==> config.mk <==
export PLATFORM = sky130hd
export DESIGN_NAME = zrle_dbx_encoder
export DESIGN_NICKNAME = d
export VERILOG_FILES = /design/src/rtl/ebpc_pkg.sv /design/src/rtl/dbx_symbol_classifier.sv /design/src/rtl/zrle_dbx_encoder.sv
export SDC_FILE = /design/constraint.sdc
export NUM_CORES = 1
export LEC_CHECK = 0
export BUFFER_PORTS_ARGS = -buffer_cell sky130_fd_sc_hd__buf_4
export CAP_MARGIN = 0
export CORE_MARGIN = 10
export CORE_UTILIZATION = 36
export CTS_CLUSTER_DIAMETER = 150
export CTS_CLUSTER_SIZE = 16
export DETAILED_ROUTE_END_ITERATION = 16
export HOLD_SLACK_MARGIN = 0.02
export PLACE_DENSITY = 0.54
export SLEW_MARGIN = 10
export SYNTH_ARGS = -nofsm -noshare
export SYNTH_HDL_FRONTEND = slang
export SYNTH_SLANG_ARGS = --single-unit
export TNS_END_PERCENT = 1
==> constraint.sdc <==
create_clock -name clk_i -period 4.5 [get_ports clk_i]
set_clock_uncertainty 0.05 [all_clocks]
set_input_delay 1.125 -clock clk_i [delete_from_list [all_inputs] [get_ports clk_i]]
set_output_delay 1.125 -clock clk_i [all_outputs]
set_load 0.01 [all_outputs]
==> src/rtl/ebpc_pkg.sv <==
// Shared widths and symbol types for the bitplane compressor encoders.
package ebpc_pkg;

  localparam int unsigned DATA_W     = 8;
  localparam int unsigned LOG_DATA_W = 3;
  localparam int unsigned BLOCK_SIZE = 8;

  typedef enum logic [2:0] {
    TWO,
    THREE_PLUS_LOGM,
    FIVE,
    FIVE_PLUS_LOGN,
    N
  } symb_len_t;

  typedef struct packed {
    logic [DATA_W-1:0] data;
    symb_len_t         len;
  } symb_t;

endpackage

==> src/rtl/dbx_symbol_classifier.sv <==
// Maps one DBX/DBP word to its MSB-aligned symbol and length code; purely
// combinational (zero latency), no handshake.
module dbx_symbol_classifier
  import ebpc_pkg::*;
(
  input  logic [BLOCK_SIZE-2:0] dbx_i,
  input  logic [BLOCK_SIZE-2:0] dbp_i,
  output logic                  zero_o,
  output symb_t                 symb_o
);

  localparam int unsigned W    = BLOCK_SIZE - 1;
  localparam int unsigned LOGN = $clog2(W);
  localparam logic [W-1:0] ONE_HOT = {1'b1, {(W-1){1'b0}}};
  localparam logic [W-1:0] TWO_HOT = {2'b11, {(W-2){1'b0}}};

  logic            is_two;
  logic            is_one;
  logic [LOGN-1:0] pos;

  // Two-hot and one-hot patterns never coexist, so they can share pos.
  always_comb begin
    is_two = 1'b0;
    is_one = 1'b0;
    pos    = '0;
    for (int p = 0; p < W - 1; p++) begin
      if (dbx_i == (TWO_HOT >> p)) begin
        is_two = 1'b1;
        pos    = LOGN'(p);
      end
    end
    for (int p = 0; p < W; p++) begin
      if (dbx_i == (ONE_HOT >> p)) begin
        is_one = 1'b1;
        pos    = LOGN'(p);
      end
    end
  end

  always_comb begin
    zero_o      = (dbx_i == '0);
    symb_o.data = '0;
    symb_o.len  = N;
    if (dbx_i == '1) begin
      symb_o.len = FIVE;
    end else if (dbp_i == '0) begin
      symb_o.data[DATA_W-1 -: 5] = 5'b00001;
      symb_o.len                 = FIVE;
    end else if (is_two) begin
      symb_o.data[DATA_W-1 -: 5]    = 5'b00010;
      symb_o.data[DATA_W-6 -: LOGN] = pos;
      symb_o.len                    = FIVE_PLUS_LOGN;
    end else if (is_one) begin
      symb_o.data[DATA_W-1 -: 5]    = 5'b00011;
      symb_o.data[DATA_W-6 -: LOGN] = pos;
      symb_o.len                    = FIVE_PLUS_LOGN;
    end else begin
      symb_o.data = DATA_W'({1'b1, dbx_i}) << (DATA_W - BLOCK_SIZE);
      symb_o.len  = N;
    end
  end

endmodule

==> src/rtl/zrle_dbx_encoder.sv <==
// Zero-run-length + DBX symbol encoder: one-cycle latency; a nonzero word ending a
// run costs one extra cycle (PEND); input stalls while the output register is held.
module zrle_dbx_encoder
  import ebpc_pkg::*;
(
  input  logic                  clk_i,
  input  logic                  rst_i,
  input  logic [BLOCK_SIZE-2:0] dbx_i,
  input  logic [BLOCK_SIZE-2:0] dbp_i,
  input  logic                  last_i,
  input  logic                  in_valid_i,
  output logic                  in_ready_o,
  output logic [DATA_W-1:0]     data_o,
  output symb_len_t             len_o,
  output logic                  last_o,
  output logic                  out_valid_o,
  input  logic                  out_ready_i
);

  typedef enum logic [1:0] {IDLE, RUN, PEND} state_t;

  localparam int unsigned CNT_W = LOG_DATA_W + 1;
  localparam logic [CNT_W-1:0] RUN_MAX = CNT_W'(1) << LOG_DATA_W;
  localparam symb_t SYMB_RST = '{data: '0, len: N};

  function automatic symb_t run_symbol(input logic [CNT_W-1:0] r);
    symb_t s;
    s.data = '0;
    if (r == CNT_W'(1)) begin
      s.data[DATA_W-1 -: 2] = 2'b01;
      s.len                 = TWO;
    end else begin
      s.data[DATA_W-1 -: 3]          = 3'b001;
      s.data[DATA_W-4 -: LOG_DATA_W] = LOG_DATA_W'(r - CNT_W'(1));
      s.len                          = THREE_PLUS_LOGM;
    end
    return s;
  endfunction

  state_t           state_q, state_d;
  logic [CNT_W-1:0] cnt_q, cnt_d, cnt_inc;
  logic             out_vld_q, out_vld_d;
  symb_t            out_q, out_d;
  logic             out_last_q, out_last_d;
  symb_t            pend_q, pend_d;
  logic             pend_last_q, pend_last_d;

  logic  word_zero;
  symb_t word_symb;
  logic  slot_free;
  logic  accept;

  dbx_symbol_classifier u_classifier (
    .dbx_i  (dbx_i),
    .dbp_i  (dbp_i),
    .zero_o (word_zero),
    .symb_o (word_symb)
  );

  assign cnt_inc    = cnt_q + CNT_W'(1);
  assign slot_free  = !out_vld_q || out_ready_i;
  assign in_ready_o = slot_free && (state_q != PEND);
  assign accept     = in_valid_i && in_ready_o;

  always_comb begin
    state_d     = state_q;
    cnt_d       = cnt_q;
    out_vld_d   = out_vld_q;
    out_d       = out_q;
    out_last_d  = out_last_q;
    pend_d      = pend_q;
    pend_last_d = pend_last_q;
    if (out_vld_q && out_ready_i) out_vld_d = 1'b0;

    if (state_q == PEND) begin
      if (slot_free) begin
        out_vld_d  = 1'b1;
        out_d      = pend_q;
        out_last_d = pend_last_q;
        state_d    = IDLE;
      end
    end else if (accept) begin
      if (word_zero) begin
        // A full counter flushes early so a run never exceeds 2^LOG_DATA_W.
        if (last_i || (cnt_inc == RUN_MAX)) begin
          out_vld_d  = 1'b1;
          out_d      = run_symbol(cnt_inc);
          out_last_d = last_i;
          cnt_d      = '0;
          state_d    = IDLE;
        end else begin
          cnt_d   = cnt_inc;
          state_d = RUN;
        end
      end else if (state_q == IDLE) begin
        out_vld_d  = 1'b1;
        out_d      = word_symb;
        out_last_d = last_i;
      end else begin
        out_vld_d   = 1'b1;
        out_d       = run_symbol(cnt_q);
        out_last_d  = 1'b0;
        pend_d      = word_symb;
        pend_last_d = last_i;
        cnt_d       = '0;
        state_d     = PEND;
      end
    end
  end

  always_ff @(posedge clk_i) begin
    if (rst_i) begin
      state_q     <= IDLE;
      cnt_q       <= '0;
      out_vld_q   <= 1'b0;
      out_q       <= SYMB_RST;
      out_last_q  <= 1'b0;
      pend_q      <= SYMB_RST;
      pend_last_q <= 1'b0;
    end else begin
      state_q     <= state_d;
      cnt_q       <= cnt_d;
      out_vld_q   <= out_vld_d;
      out_q       <= out_d;
      out_last_q  <= out_last_d;
      pend_q      <= pend_d;
      pend_last_q <= pend_last_d;
    end
  end

  assign data_o      = out_q.data;
  assign len_o       = out_q.len;
  assign last_o      = out_last_q;
  assign out_valid_o = out_vld_q;

endmodule

Word-level counts from Yosys, hierarchy flattened:

Index checks and enable logic that the tools add are counted.

* output and inout bits: 14
* latch bits: 0
* memories kept: 0
* word-level logic and storage cells: 117
* register bits after elaboration: 31
* bits in read-only memories: 0
* bits in writable memories: 0
* input port bits: 19

* divide/modulo/power cells: 0
* reductions and logical operators: 14
* eq/ne operators: 23
* mux-type cells: 65
* $lt $le $gt $ge: 0
* $add $sub $neg: 3
* multiply operators: 0
* shift-type cells: 0
* bitwise gates (word level): 3

Operators by type and width (number)
* 2-to-1 mux 11 bit: 8
* 2-to-1 mux 3 bit: 12
* 2-to-1 mux 1 bit: 31
* == test 7 bit, second input constant: 3
* 2-to-1 mux 4 bit: 5
* == test 7 x 2 -> 1 bit, second input constant: 2
* == test 7 x 3 -> 1 bit, second input constant: 2
* == test 7 x 4 -> 1 bit, second input constant: 2
* == test 7 x 5 -> 1 bit, second input constant: 2
* == test 7 x 6 -> 1 bit, second input constant: 2
* logical NOT 7 bit: 2
* 2-to-1 mux 2 bit: 7
* AND reduction 3 bit: 3
* == test 4 x 1 -> 1 bit, second input constant: 2
* 2-to-1 mux 8 bit: 1
* == test 7 x 1 -> 1 bit, second input constant: 1
* subtractor 3 x 1 -> 3 bit, second input constant: 2
* 2-to-1 mux 5 bit: 1
* adder 4 x 1 -> 4 bit, second input constant: 1
* == test 4 bit, second input constant: 1
* inequality test 2 bit, second input constant: 2
* AND reduction 4 bit: 1
* logical AND 1 bit: 3
* inequality test 3 x 2 -> 1 bit, second input constant: 1
* other kinds (8): 11

Longest topological paths before layout:

* depth after elaboration: 21
* depth in mapped cells: 9
* gate-level depth less buffers: 8

Hierarchy:

Synthesis repeated with hierarchy kept, for this count alone.

* cells, all modules: 296
* area, all modules: 2342.2 um^2

By module, submodules not included
* zrle_dbx_encoder: instances 1, seq. area each 620.6 um^2, area an instance 1776.7 um^2, cells each 210
* dbx_symbol_classifier: instances 1, seq. area each 0.0 um^2, area an instance 565.5 um^2, cells each 86

Least setup slack after synthesis:

No wires, ideal clock.

* path kind: input to register
* from: in dbx_i[1]
* to: reg out_q, in the netlist data_o[3]
* slack: 1480 ps
* arrival: 2879 ps
* setup time: 91 ps
* stages on the path: 7
* required time: 4359 ps
* cell sequence: buf_4 > or4_4 > nor2_4 > mux2_1 > a21oi_1 > or3b_1 > a311oi_1

* word-level cells in the longest chain between the ends: 16

RTL lines
* start: declaration: RTL line zrle_dbx_encoder.sv:8 `input logic [BLOCK_SIZE-2:0] dbx_i,`
* == test 7 bit: RTL line dbx_symbol_classifier.sv:33 `if (dbx_i == (ONE_HOT >> p)) begin`
* 2-to-1 mux 1 bit (7 in a row): RTL line dbx_symbol_classifier.sv:33
* 2-to-1 mux 11 bit: RTL line dbx_symbol_classifier.sv:53 `end else if (is_one) begin`
* 2-to-1 mux 11 bit: RTL line dbx_symbol_classifier.sv:49 `end else if (is_two) begin`
* 2-to-1 mux 5 bit: RTL line dbx_symbol_classifier.sv:46 `end else if (dbp_i == '0) begin`
* 2-to-1 mux 8 bit: RTL line dbx_symbol_classifier.sv:44 `if (dbx_i == '1) begin`
* 2-to-1 mux 11 bit: RTL line zrle_dbx_encoder.sv:95 `end else if (state_q == IDLE) begin`
* 2-to-1 mux 11 bit: RTL line zrle_dbx_encoder.sv:83 `if (word_zero) begin`
* 2-to-1 mux 11 bit: RTL line zrle_dbx_encoder.sv:82 `end else if (accept) begin`
* 2-to-1 mux 11 bit: RTL line zrle_dbx_encoder.sv:75 `if (state_q == PEND) begin`
* end signal: assignment: RTL line zrle_dbx_encoder.sv:124 `out_q <= out_d;`
* end: declaration: RTL line zrle_dbx_encoder.sv:43 `symb_t out_q, out_d;`

Several ways; a longest one is shown, not always the timed one. The select of a mux whose other input is x is not followed.
A chain may end at the register's enable or synchronous reset.

Final worst setup path:

* from: in dbx_i[2]
* to: reg out_q, in the netlist data_o[3]

Same word-level chain as after synthesis.

==> impl_metrics.yaml <==
synth:
  synth_flop_cell: "dfxtp_1"
  synthMuxAreaShare_pct: 2.488
  yosysSeqAreaShare_pct: 30.10
  syn_nets: 292
  ys_types: 58
  synth-seq-cells: 31
  synthXorXnorAreaFrac_pct: 2.973
  synth-compound-area-share_pct: 27.79
  synth_top_area_share_pct: 30.10
  post-synth-top-area-cell: "dfxtp_1"
  synth_edf_count: 0
  syn_area_sq_mm: 0.002062
  synth.avg_cell_area_sq_um: 7.665
  synthArstFlopShare_pct: 0
  yosys_warnings: 0
  synth_fa_ha_area_share_pct: 2.427
  netlist_instances: 269
  yosys.area_share.simple_pct: 28.22
  synth_area_leaders: "dfxtp_1 30%, a21oi_1 7.0%, nand2_1 4.7%, nor2_1 4.4%, nand3_1 3.9%"
  synth_top_family_by_area: "simple AND/OR/NAND/NOR gates"
critical_path:
  cp_top_family: "simple AND/OR/NAND/NOR gates"
  timing.critical_path.required_ps: 4650
  path_buf_inv: 1
  endpoint: "data_o[3]$_SDFFE_PP0P_"
  crit_arrival_ps: 3140
  end_kind: "flip-flop"
  cp-start-kind: "input port"
  cp_slowest_cell: "or4_4"
  r2r-start: "cnt_q[0]$_SDFFE_PP0P_"
  startpoint: "dbx_i[2]"
  slowest_delay_ps: 570
  r2r_cells: 7
  path_max_fanout: 14
  crit_chain: "buf_4, or4_4, nor2_4, mux2_1, a21oi_1, or3b_1, a311oi_1"
  reg2reg_to: "data_o[4]$_SDFFE_PP0P_"
  cp.depth: 7
  crit_type: "input port to flip-flop"
  r2r_setup_slack_ps: 1870
global_routing:
  track_usage_pct: 13.61
  grt_pass1_wl_microns: 9977
  grt_pass1_vias: 1948
  grt_max_degree: 35
  antenna_found_initial: 0
  grt-ovfl-total: 0
timing:
  setup_ws_ps: 1507
  rsz0062_at_grt: "no"
  fmax_mhz: 334.1
  slew_violations: 0
  finalSetupViolations: 0
  timing.final.hold_violations: 0
  relSlewSlack_pct: 50.66
  fin_crit_ps: 2993
  fin_tns_setup_ps: 0
  worst_slew_pin_slew_ps: 740.1
  fin_crit_sh_pct: 66.51
floorplanning:
  die_w_microns: 95.68
  die_h_microns: 95.68
  die_area_sq_mm: 0.009155
  start_util_pct: 37.22
  core_sq_mm: 0.005540
  rows: 27
  io_pins: 33
power:
  p_per_area_mw_per_mm2: 280.6
  vdd_ir_drop_max_mv: 0.1531
  p_leak_nw: 0.9001
placement:
  dp_slack_ps: 1204
  placed_area_sq_mm: 0.002306
  dp_hpwl_microns: 4211
  portBuffers: 32
  globalplace.congestion: 0.8794
detailed_routing:
  first_pass_iters: 5
  postRouteAntennaNets: 0
  post-route-drc-count: 0
  routed_via_density: 5.596
  totalWireLength_microns: 5748
  routed-via-count: 2037
  first_iter_violations: 117
  wire_per_inst_microns: 15.79
clock_tree:
  numCtsBuffers: 5
  htree_levels: 2
  cts_hold_buf: 0
  cts_tree: "yes"
  clkLatencyLatePin_ps: 290
  clock_sinks: 31
  cts_resized: 0
  clk_pin_slew_ps: 70
  cts_root_buf: "clkbuf_8"
  clock_path_buffers: 2
  postCtsSetupBuffers: 0
final_layout:
  area_delta_synth_final_pct: 17.54
  n_fill_cell: 588
  seq_area_sq_um: 620.6
  stdcell_area_sq_mm: 0.002424
  num_antenna_cells: 0
  multi_input_area_sq_mm: 0.001318
  layout.nets: 314
  drive_gt1_share_pct: 18.49
run_status:
  status: "complete, no violations"
job:
  drv_cap: 0
min_path:
  hold_path_class: "flip-flop to flip-flop"
[cell type report]
class,instances,share of cell area [%]
clock inverter,2,1.446
tap,72,3.717
multi-input combinational,213,54.36
sequential,31,25.61
inverter,6,0.9293
clock buffer,6,3.407
timing repair buffer,34,10.53
[cells by family after synthesis]
kind of cell               after synthesis
adders and majority gates                4
buffers and inverters                   25
muxes                                    5
and+or+nand+nor                        111
xor gates and xnor gates                 7
DFF                                     31
AOI/OAI and AO/OA                       86
[worst min-delay path: cells and delay by family (launching register included)]
family	cells	cell delay [ps]
compound gates	1	50
simple gates	1	50
flops	1	310
[stage by stage]
stage | power [W] | hold WS [ps] | instances | utilization (%)
2_1_floorplan | 0.0003568 | 377.3 | 269 | -
3_3_place_gp | 0.0003970 | 388.9 | 356 | 41.62
3_5_place_dp | 0.0003974 | 393.1 | 356 | 41.62
4_1_cts | 0.0006876 | 402.8 | 364 | 43.74
5_1_grt | 0.0007116 | 428.0 | 364 | 43.74
6_report | 0.0006800 | 402.0 | 364 | 43.74
[per-layer routing]
metal / part of all wire [%] / wire (microns) / global-route usage (%)
met1: 51 / 2951 / 18.98
met2: 42 / 2425 / 19.70
met3: 4.9 / 282 / 3.299
met4: 1.5 / 89 / 4.914
met5: 0 / 0 / 0
[placed cells by master (no fill, tap or decap), types with 5 or more instances in the layout]
master | synthesis | routed
a21oi_1 | 29 | 29
nand2b_1 | 5 | 5
xor2_1 | 5 | 5
clkbuf_8 | 0 | 6
inv_1 | 6 | 6
nor3_1 | 12 | 12
dfxtp_1 | 31 | 31
buf_4 | 2 | 34
o21ai_0 | 10 | 10
nand2_1 | 26 | 26
nand3_1 | 16 | 16
nor2_1 | 24 | 24
[flip-flops by register name, summed over array words and instances (netlist names)]
| signal | flops |
|---|---|
| pend_q | 11 |
| data_o | 8 |
| cnt_q | 4 |
| len_o | 3 |
| state_q | 2 |
| last_o | 1 |
| out_valid_o | 1 |
| pend_last_q | 1 |
[worst min path at each step]
stage / depth (start not counted) / slack [ps] / to / start
after floorplan: 2 / 380 / pend_q[4]$_SDFFE_PP0P_ / pend_q[4]$_SDFFE_PP0P_
after global placement: 2 / 390 / pend_q[7]$_SDFFE_PP0P_ / pend_q[7]$_SDFFE_PP0P_
after detailed placement: 2 / 390 / pend_q[7]$_SDFFE_PP0P_ / pend_q[7]$_SDFFE_PP0P_
after CTS: 2 / 400 / pend_q[7]$_SDFFE_PP0P_ / pend_q[7]$_SDFFE_PP0P_
after global routing: 2 / 430 / pend_q[6]$_SDFFE_PP0P_ / pend_q[6]$_SDFFE_PP0P_
final: 2 / 400 / pend_q[7]$_SDFFE_PP0P_ / pend_q[7]$_SDFFE_PP0P_
[cells in the mapped netlist (4+ instances only)]
| master | instances |
|---|---|
| clkbuf_1 | 8 |
| o21ai_0 | 10 |
| nand2_1 | 26 |
| nand3_1 | 16 |
| dfxtp_1 | 31 |
| nor3_1 | 12 |
| mux2i_1 | 4 |
| o31ai_1 | 4 |
| a21oi_1 | 29 |
| o21ai_1 | 4 |
| ha_1 | 4 |
| xor2_1 | 5 |
| and2_1 | 4 |
| nand3b_1 | 4 |
| buf_2 | 6 |
| inv_1 | 6 |
| nand2b_1 | 5 |
| nor2_1 | 24 |
[power breakdown]
group | switching, W | internal, W | total [W]
Combinational | 0.0000583 | 0.0000438 | 0.000102
Sequential | 0.00000433 | 0.000283 | 0.000287
Clock | 0.000111 | 0.000179 | 0.000290
Total | 0.000174 | 0.000506 | 0.000680
Note: power is estimated with default switching activity, not from simulation.
